--- config.mk ---
export PLATFORM = sky130hd
export DESIGN_NAME = queue_info_ctrl
export DESIGN_NICKNAME = d
export VERILOG_FILES = /design/src/rtl/queue_info_ctrl.sv
export SDC_FILE = /design/constraint.sdc
export NUM_CORES = 1
export LEC_CHECK = 0
export ABC_AREA = 1
export CORE_MARGIN = 2
export CORE_UTILIZATION = 30
export DETAILED_ROUTE_END_ITERATION = 8
export PLACE_DENSITY_LB_ADDON = 0.12
export RECOVER_POWER = 50
export SLEW_MARGIN = 20
export SYNTH_ARGS = -nofsm -noshare
export SYNTH_HDL_FRONTEND = slang
export SYNTH_SLANG_ARGS = --single-unit
--- constraint.sdc ---
create_clock -name clk_in -period 12.3 [get_ports clk_in]
set_input_delay 1.23 -clock clk_in [delete_from_list [all_inputs] [get_ports clk_in]]
set_output_delay 1.23 -clock clk_in [all_outputs]
set_load 0.005 [all_outputs]
--- src/rtl/queue_info_ctrl.sv ---
// Per-queue occupancy table and shared free-BM counter. Looks up the target queue of
// each arriving frame, presents it to the enqueue judge, and commits accepted frames.
module queue_info_ctrl #(
    parameter int unsigned NUM_Q    = 8,
    parameter int unsigned TOTAL_BM = 1024,
    parameter int unsigned TIMEOUT  = 15
) (
    input  logic        clk_in,
    input  logic        rst_n,
    input  logic        frm_valid,
    input  logic [7:0]  frm_queue,
    input  logic [10:0] frm_length,
    output logic        frm_ready,
    output logic        enqueue_busy_n,
    output logic [7:0]  queue_number,
    output logic [10:0] frame_length,
    output logic [10:0] queue_length,
    output logic [10:0] free_cache,
    input  logic        judge_ok,
    input  logic        judge_fail,
    input  logic        deq_valid,
    input  logic [2:0]  deq_queue,
    input  logic [10:0] deq_length,
    output logic [15:0] drop_cnt,
    output logic        err_underflow
);

    localparam int unsigned QW = $clog2(NUM_Q);
    localparam int unsigned TW = $clog2(TIMEOUT + 1);

    typedef enum logic [1:0] {IDLE, LOOKUP, PRESENT, COMMIT} state_t;

    state_t          state;
    logic [TW-1:0]   tcnt;
    logic [10:0]     occ      [NUM_Q];
    logic [10:0]     occ_next [NUM_Q];
    logic [10:0]     free_next;
    logic [10:0]     deq_base;
    logic [10:0]     deq_rel;
    logic            underflow;
    logic            commit_en;
    logic            timeout_hit;
    logic            present_drop;
    logic            drop_evt;
    logic [QW-1:0]   qidx;
    logic [QW-1:0]   didx;

    assign qidx         = queue_number[QW-1:0];
    assign didx         = deq_queue[QW-1:0];
    assign commit_en    = (state == COMMIT) && (frame_length <= free_cache);
    assign timeout_hit  = (tcnt == TW'(TIMEOUT - 1));
    assign present_drop = judge_fail || (!judge_ok && timeout_hit);
    assign drop_evt     = ((state == PRESENT) && present_drop) ||
                          ((state == COMMIT) && !commit_en);

    // Commit is folded in first so a same-cycle dequeue sees the net occupancy;
    // an underflowing release only returns what the queue actually held.
    always_comb begin
        occ_next  = occ;
        free_next = free_cache;
        underflow = 1'b0;
        deq_base  = '0;
        deq_rel   = '0;
        if (commit_en) begin
            occ_next[qidx] = occ[qidx] + frame_length;
            free_next      = free_cache - frame_length;
        end
        if (deq_valid) begin
            deq_base = occ_next[didx];
            if (deq_length > deq_base) begin
                underflow = 1'b1;
                deq_rel   = deq_base;
            end else begin
                deq_rel   = deq_length;
            end
            occ_next[didx] = deq_base - deq_rel;
            free_next      = free_next + deq_rel;
        end
    end

    always_ff @(posedge clk_in or negedge rst_n) begin
        if (!rst_n) begin
            for (int unsigned i = 0; i < NUM_Q; i++) occ[i] <= '0;
            free_cache    <= 11'(TOTAL_BM);
            err_underflow <= 1'b0;
        end else begin
            occ        <= occ_next;
            free_cache <= free_next;
            if (underflow) err_underflow <= 1'b1;
        end
    end

    always_ff @(posedge clk_in or negedge rst_n) begin
        if (!rst_n) begin
            state          <= IDLE;
            frm_ready      <= 1'b1;
            enqueue_busy_n <= 1'b0;
            queue_number   <= '0;
            frame_length   <= '0;
            queue_length   <= '0;
            tcnt           <= '0;
            drop_cnt       <= '0;
        end else begin
            if (drop_evt && (drop_cnt != 16'hFFFF)) drop_cnt <= drop_cnt + 16'd1;
            case (state)
                IDLE: begin
                    if (frm_valid) begin
                        queue_number <= frm_queue;
                        frame_length <= frm_length;
                        frm_ready    <= 1'b0;
                        state        <= LOOKUP;
                    end
                end
                LOOKUP: begin
                    queue_length   <= occ[qidx];
                    tcnt           <= '0;
                    enqueue_busy_n <= 1'b1;
                    state          <= PRESENT;
                end
                PRESENT: begin
                    if (present_drop) begin
                        enqueue_busy_n <= 1'b0;
                        frm_ready      <= 1'b1;
                        state          <= IDLE;
                    end else if (judge_ok) begin
                        enqueue_busy_n <= 1'b0;
                        state          <= COMMIT;
                    end else begin
                        tcnt <= tcnt + 1'b1;
                    end
                end
                COMMIT: begin
                    frm_ready <= 1'b1;
                    state     <= IDLE;
                end
                default: state <= IDLE;
            endcase
        end
    end

endmodule

# Yosys cells after proc, flatten, opt, wreduce, memory -nomap -nowiden
# Cells that the tools add are included.
totals:
  regBits: 154
  out_inout_bits: 60
  elab_cells: 94
classes:
  add_sub_neg: 6
  magnitude_cmp: 6
  eq_ne: 10
  muxes: 33
  bitwise_logic: 2
  reduce_logical: 19
op_table:
  columns: ["cell", "n"]
  rows:
  - ["88-bit bitwise mux", 2]
  - ["88-bit two-way mux", 2]
  - ["11-bit two-way mux", 10]
  - ["11-bit binary-select mux with 3-bit select", 2]
  - ["11-bit demux with 3-bit select", 2]
  - ["11-bit adder", 2]
  - ["11-bit subtractor", 2]
  - ["16-bit by 1-bit adder with 16-bit output (second input constant)", 1]
  - ["16-bit != test (second input constant)", 1]
  - ["11-bit greater-than comparator", 1]
  - ["11-bit <= comparator", 1]
  - ["4-bit greater-or-equal comparator (second input constant)", 2]
  - ["4-bit by 1-bit < comparator with 1-bit output (second input constant)", 2]
  - ["4-bit two-way mux", 2]
  - ["2-bit != test (second input constant)", 4]
  - ["3-bit inverter with 4-bit output", 2]
  - ["2-bit one-hot mux with 4 select lines", 1]
  - ["4-bit one-hot mux with 2 select lines", 1]
  - ["1-bit logical AND", 7]
  - ["1-bit two-way mux", 6]
  - ["2-bit two-way mux", 3]
  - ["2-bit AND reduction", 3]
  - ["3-bit AND reduction", 2]
  - ["4-bit by 1-bit adder with 4-bit output (second input constant)", 1]
  - ["other kinds (11)", 14]

# Logic depth before layout (Yosys ltp)
depth:
  depth_word: 16
  mapped_depth: 54

# Worst setup path before layout
# OpenSTA, ideal clock, no wires.
synth_timing:
  kind: "register to register"
  startpoint: "register queue_number[2]"
  endpoint: "register free_cache[10]"
  setup_ns: 0.072
  arrival_ns: 6.607
  slack_ns: 5.621
  stages_incl_launch_ff: 53
  synth_period_minus_slack_ns: 6.679
  cell_sequence: "dfrtp_1 nor2_1 nand2_1 inv_1 clkbuf_1 a22o_1 a221oi_1 nand4_1 ha_1 inv_1 fa_1 nand3b_1 nand2_1 nand2_1 nand2_1 nand2_1 nand2_1 a21oi_1 [17 not listed] fa_1 inv_1 nand2_1 o21ai_0 inv_1 o21ai_0 nand3_1 nand2_1 inv_1 nor2_1 nor2_1 nor2_1 nor2_1 nand3b_1 nand3_1 nand3_1 nand2_1 inv_1"
synth_via:
  elab_chain_cells: 15
synth_rtl:
  columns: ["item", "line", "rtl"]
  rows:
  - ["start: declaration", "15", "output logic [7:0] queue_number,"]
  - ["start signal: assignment", "108", "queue_number <= frm_queue;"]
  - ["3-bit inverter with 4-bit output (not written as such) (*)", "65", "occ_next[qidx] = occ[qidx] + frame_length;"]
  - ["11-bit binary-select mux with 3-bit select, or another cell as far along", "65", null]
  - ["11-bit two-way mux (not written as such) / 1-bit logical AND (equally long branches)", "65", null]
  - ["11-bit two-way mux (not written as such)", "65", null]
  - ["11-bit adder / 11-bit demux with 3-bit select (equally long branches)", "65", null]
  - ["88-bit bitwise mux (*)", "65", null]
  - ["88-bit two-way mux (*)", "64", "if (commit_en) begin"]
  - ["11-bit binary-select mux with 3-bit select (*)", "69", "deq_base = occ_next[didx];"]
  - ["11-bit two-way mux (not written as such) (*) (2 in a row)", "69", null]
  - ["11-bit greater-than comparator", "70", "if (deq_length > deq_base) begin"]
  - ["11-bit two-way mux (*)", "70", null]
  - ["11-bit two-way mux (*)", "68", "if (deq_valid) begin"]
  - ["11-bit adder (*)", "77", "free_next = free_next + deq_rel;"]
  - ["11-bit two-way mux (*)", "68", null]
  - ["named net free_next[10]", "37", "logic [10:0] free_next;"]
  - ["end signal: assignment", "84", "free_cache <= 11'(TOTAL_BM);"]
  - ["end signal: assignment", "88", "free_cache <= free_next;"]
  - ["end: declaration", "18", "output logic [10:0] free_cache,"]
# The timed path passes the listed nets; every way through them passes the cells marked *. The select of a mux whose other input is x is not followed.
# A chain may end at the register's enable or synchronous reset.

# Worst setup path after layout
layout_timing:
  startpoint: "register queue_number[0]"
  endpoint: "register free_cache[10]"
# The elaborated chain is that of the path after synthesis.

==> flow_metrics.env <==
export IMPL_remaining_drc_errors=0
export IMPL_antenna_found_initial=0
export IMPL_clk_pin_slew_ps=60
export IMPL_critPathCaptureType="flop"
export IMPL_cp_required_ps=12680
export IMPL_final_cells=1973
export IMPL_syn_avg_cell_area_um2=7.57
export IMPL_finalSetupTns_ps=0
export IMPL_crit_type="flop to flop"
export IMPL_vias=10194
export IMPL_crit_top_cell="inv_1"
export IMPL_gr_usage_all_layers_pct=21.7
export IMPL_p_sw_mw=2.04
export IMPL_power_internal_mw=2.00
export IMPL_nets=1599
export IMPL_post_drt_wl_per_cell_um=20.4
export IMPL_seqPwrFrac_pct=22.9
export IMPL_wl_um=40200
export IMPL_cts_htree_levels=4
export IMPL_grt_pass1_vias=9819
export IMPL_cts_buffers=17
export IMPL_first_pass_iters=5
export IMPL_finalSetupViolCount=0
export IMPL_skew_ps=12.2
export IMPL_grt_max_degree=65
export IMPL_syn_num_nets=1517
export IMPL_p_per_area_mw_per_mm2=314
export IMPL_p_comb_share_pct=61.1
export IMPL_period_share_pct=71.6
export IMPL_syn_area_mm2=0.0107
export IMPL_max_freq_ghz=0.114
export IMPL_ys_async_sr_fraction_pct=100
export IMPL_outcome="complete, but fails checks"
export IMPL_leakage_nw=6.13
export IMPL_worstPathArrival_ps=9180
export IMPL_finalHoldViolCount=0
export IMPL_io_buffers=98
export IMPL_violations="max-capacitance violations, max-slew violations"
export IMPL_tightestPinTransition_ps=3620
export IMPL_crit_slowest_cell="clkbuf_1"
export IMPL_grt_pass1_wl_um=61500
export IMPL_critical_path_peak_fanout=25
export IMPL_seq_area_frac_synth_pct=35.9
export IMPL_clk_path_buf_depth=2
export IMPL_place_inst=1942
export IMPL_postCtsSetupBuffers=0
export IMPL_drt_iter0_markers=765
export IMPL_postSynthCellCount=1418
export IMPL_tritoncts="built"
export IMPL_routed_via_density=5.17
export IMPL_p_sw_share_pct=50.5
export IMPL_grt_overflow=0
export IMPL_drive_gt1_share_pct=7.74
export IMPL_synth_ff_type="dfrtp_1"
export IMPL_ios=99
export IMPL_relSlewSlack_pct=-141
export IMPL_cts_root_buf="clkbuf_16"
export IMPL_area_growth_syn_to_layout_pct=19.8
export IMPL_initial_core_util_pct=30.3
export IMPL_cts_resized=0
export IMPL_hpwl_um=28900
export IMPL_postRouteAntennaNets=0
export IMPL_yosysWarningCount=0
export IMPL_p_clk_share_pct=16.1
export IMPL_rows=69
export IMPL_ys_ff_latch=154
export IMPL_cp_start_kind="flop"
export IMPL_die_area_mm2=0.0373
export IMPL_grt_setup_unrepaired="no"
export IMPL_n_antenna_cell=0
export IMPL_worst_ir_drop_vdd_v=0.000124
export IMPL_ctsHoldBuffers=0
export IMPL_clock_sinks=154
export IMPL_slew_viol_final=192
export IMPL_hp_class="flop to flop"
export IMPL_die_height_um=193
export IMPL_r2r_slack_ps=3500
export IMPL_whs_ps=481
export IMPL_slowest_delay_ps=820
export IMPL_clock_latency_ps=450
export IMPL_min_period_ps=8800
export IMPL_synth_cell_type_count=53
export IMPL_maxCapViolations=4
export IMPL_synth_edf_count=0
export IMPL_core_mm2=0.0354
export IMPL_die_x_um=193
export IMPL_gp_congestion=0.849
[synthesized netlist by cell type (2+ instances only)]
library cell	count	area share (%)
a31oi_1	4	0.23
a221oi_1	9	0.73
buf_2	7	0.33
mux2i_1	20	1.9
nand4_1	25	1.5
a22o_1	9	0.73
inv_1	146	5.1
clkbuf_1	35	1.2
a22oi_1	9	0.63
o22ai_1	2	0.12
and2_1	2	0.12
or2_2	2	0.12
buf_4	3	0.21
nand2_2	12	0.70
o21ai_0	176	8.2
dfstp_2	2	0.49
inv_2	7	0.24
o211ai_1	26	1.8
nand3b_1	3	0.21
fa_1	4	0.75
ha_1	56	6.5
buf_1	2	0.070
mux2_2	17	1.8
o21a_1	2	0.14
xor2_1	31	2.5
nand3_2	11	1.0
o21ai_2	10	0.82
nand3_1	70	3.3
nor2_2	3	0.17
buf_6	2	0.21
o31ai_1	5	0.35
nor2_1	62	2.2
nand2_4	5	0.52
xnor2_1	12	0.98
nand2_1	393	14
o21bai_1	18	1.3
nor3_1	4	0.19
a21oi_1	44	2.1
clkinv_1	2	0.070
a21oi_2	2	0.16
dfrtp_1	152	35
[cells in the final DEF, fill, tap and decap left out, types with 10 or more instances in the layout]
cell type / netlist / final
xnor2_1: 12 / 12
buf_4: 3 / 10
mux2i_1: 20 / 20
nand3_1: 70 / 70
inv_1: 146 / 145
nand3_2: 11 / 11
o21ai_2: 10 / 10
xor2_1: 31 / 31
o21ai_0: 176 / 176
nor2_1: 62 / 60
o211ai_1: 26 / 26
a21oi_1: 44 / 44
ha_1: 56 / 56
nand2_2: 12 / 12
clkdlybuf4s50_1: 0 / 95
mux2_2: 17 / 16
o21bai_1: 18 / 18
nand2_1: 393 / 393
nand4_1: 25 / 25
dfrtp_1: 152 / 152
clkbuf_16: 0 / 17
[area by class of cell]
class | instances | area (µm²)
fill | 3742 | 22500
multi-input combinational | 1060 | 6090
sequential | 154 | 3860
timing repair buffer | 112 | 1060
inverter | 155 | 582
tap | 461 | 577
clock buffer | 18 | 429
clock inverter | 13 | 272
[power by group through the flow]
stage	Combinational, mW	Clock, mW	Sequential [mW]
floorplan	1.63	0	0.856
global placement	2.44	0	0.934
detailed placement	2.43	0	0.930
CTS	2.45	0.662	0.923
global route	2.74	0.683	0.947
finish	2.47	0.648	0.923
[worst max-delay path, delay by kind of cell (launching register included)]
| family | cells | cell delay [ps] |
|---|---|---|
| compound gates | 12 | 2340 |
| simple gates | 19 | 2140 |
| buf+inv | 10 | 1600 |
| fa+ha+maj | 5 | 1550 |
| xor+xnor | 1 | 650 |
| flops | 1 | 430 |
[path summary, 6_finish.rpt]
path,start,end,cells past startpoint
max,queue_number[0],free_cache[10],47
min,err_underflow,err_underflow,1
max reg2reg,queue_number[0],free_cache[10],47
min reg2reg,err_underflow,err_underflow,1
max in group asynchronous,rst_n,occ[24],2
min in group asynchronous,rst_n,occ[52],1
[through the flow]
step	power (mW)	setup slack [ps]	cell area [µm²]	utilization, %
detailed placement	3.36	3870	12200	34.4
finish	4.04	3500	12900	36.4
global placement	3.37	3900	12200	34.4
CTS	4.03	3830	12900	36.4
global route	4.37	2730	12900	36.4
floorplan	2.49	5620	10700	-
[kinds of logic (layout without fill, tap and decap cells)]
group / Yosys count / after routing / synth area share, %
fa+ha+maj: 60 / 60 / 7.27
xor+xnor: 44 / 44 / 3.76
simple gates: 597 / 597 / 24.3
buf+inv: 204 / 298 / 7.46
compound gates: 322 / 322 / 17.7
mux: 37 / 37 / 3.65
flops: 154 / 154 / 35.9
[flip-flops by register name, summed over array words and instances, names as in the netlist]
name	cells
free_cache	11
frm_ready	1
drop_cnt	16
tcnt	4
enqueue_busy_n	1
queue_length	11
state	2
err_underflow	1
queue_number	8
frame_length	11
occ	88
[per-layer routing]
layer / part of all wire, % / routed length [µm] / vias to the layer above / track usage [%]
met5: 0 / 0 / - / 0
met4: 1.9 / 772 / 0 / 5.88
met3: 6.1 / 2440 / 35 / 3.71
met2: 45 / 18200 / 345 / 34.4
met1: 47 / 18800 / 4899 / 30.4
li1: - / - / 4915 / -
Note: power is estimated with default switching activity, not from simulation.
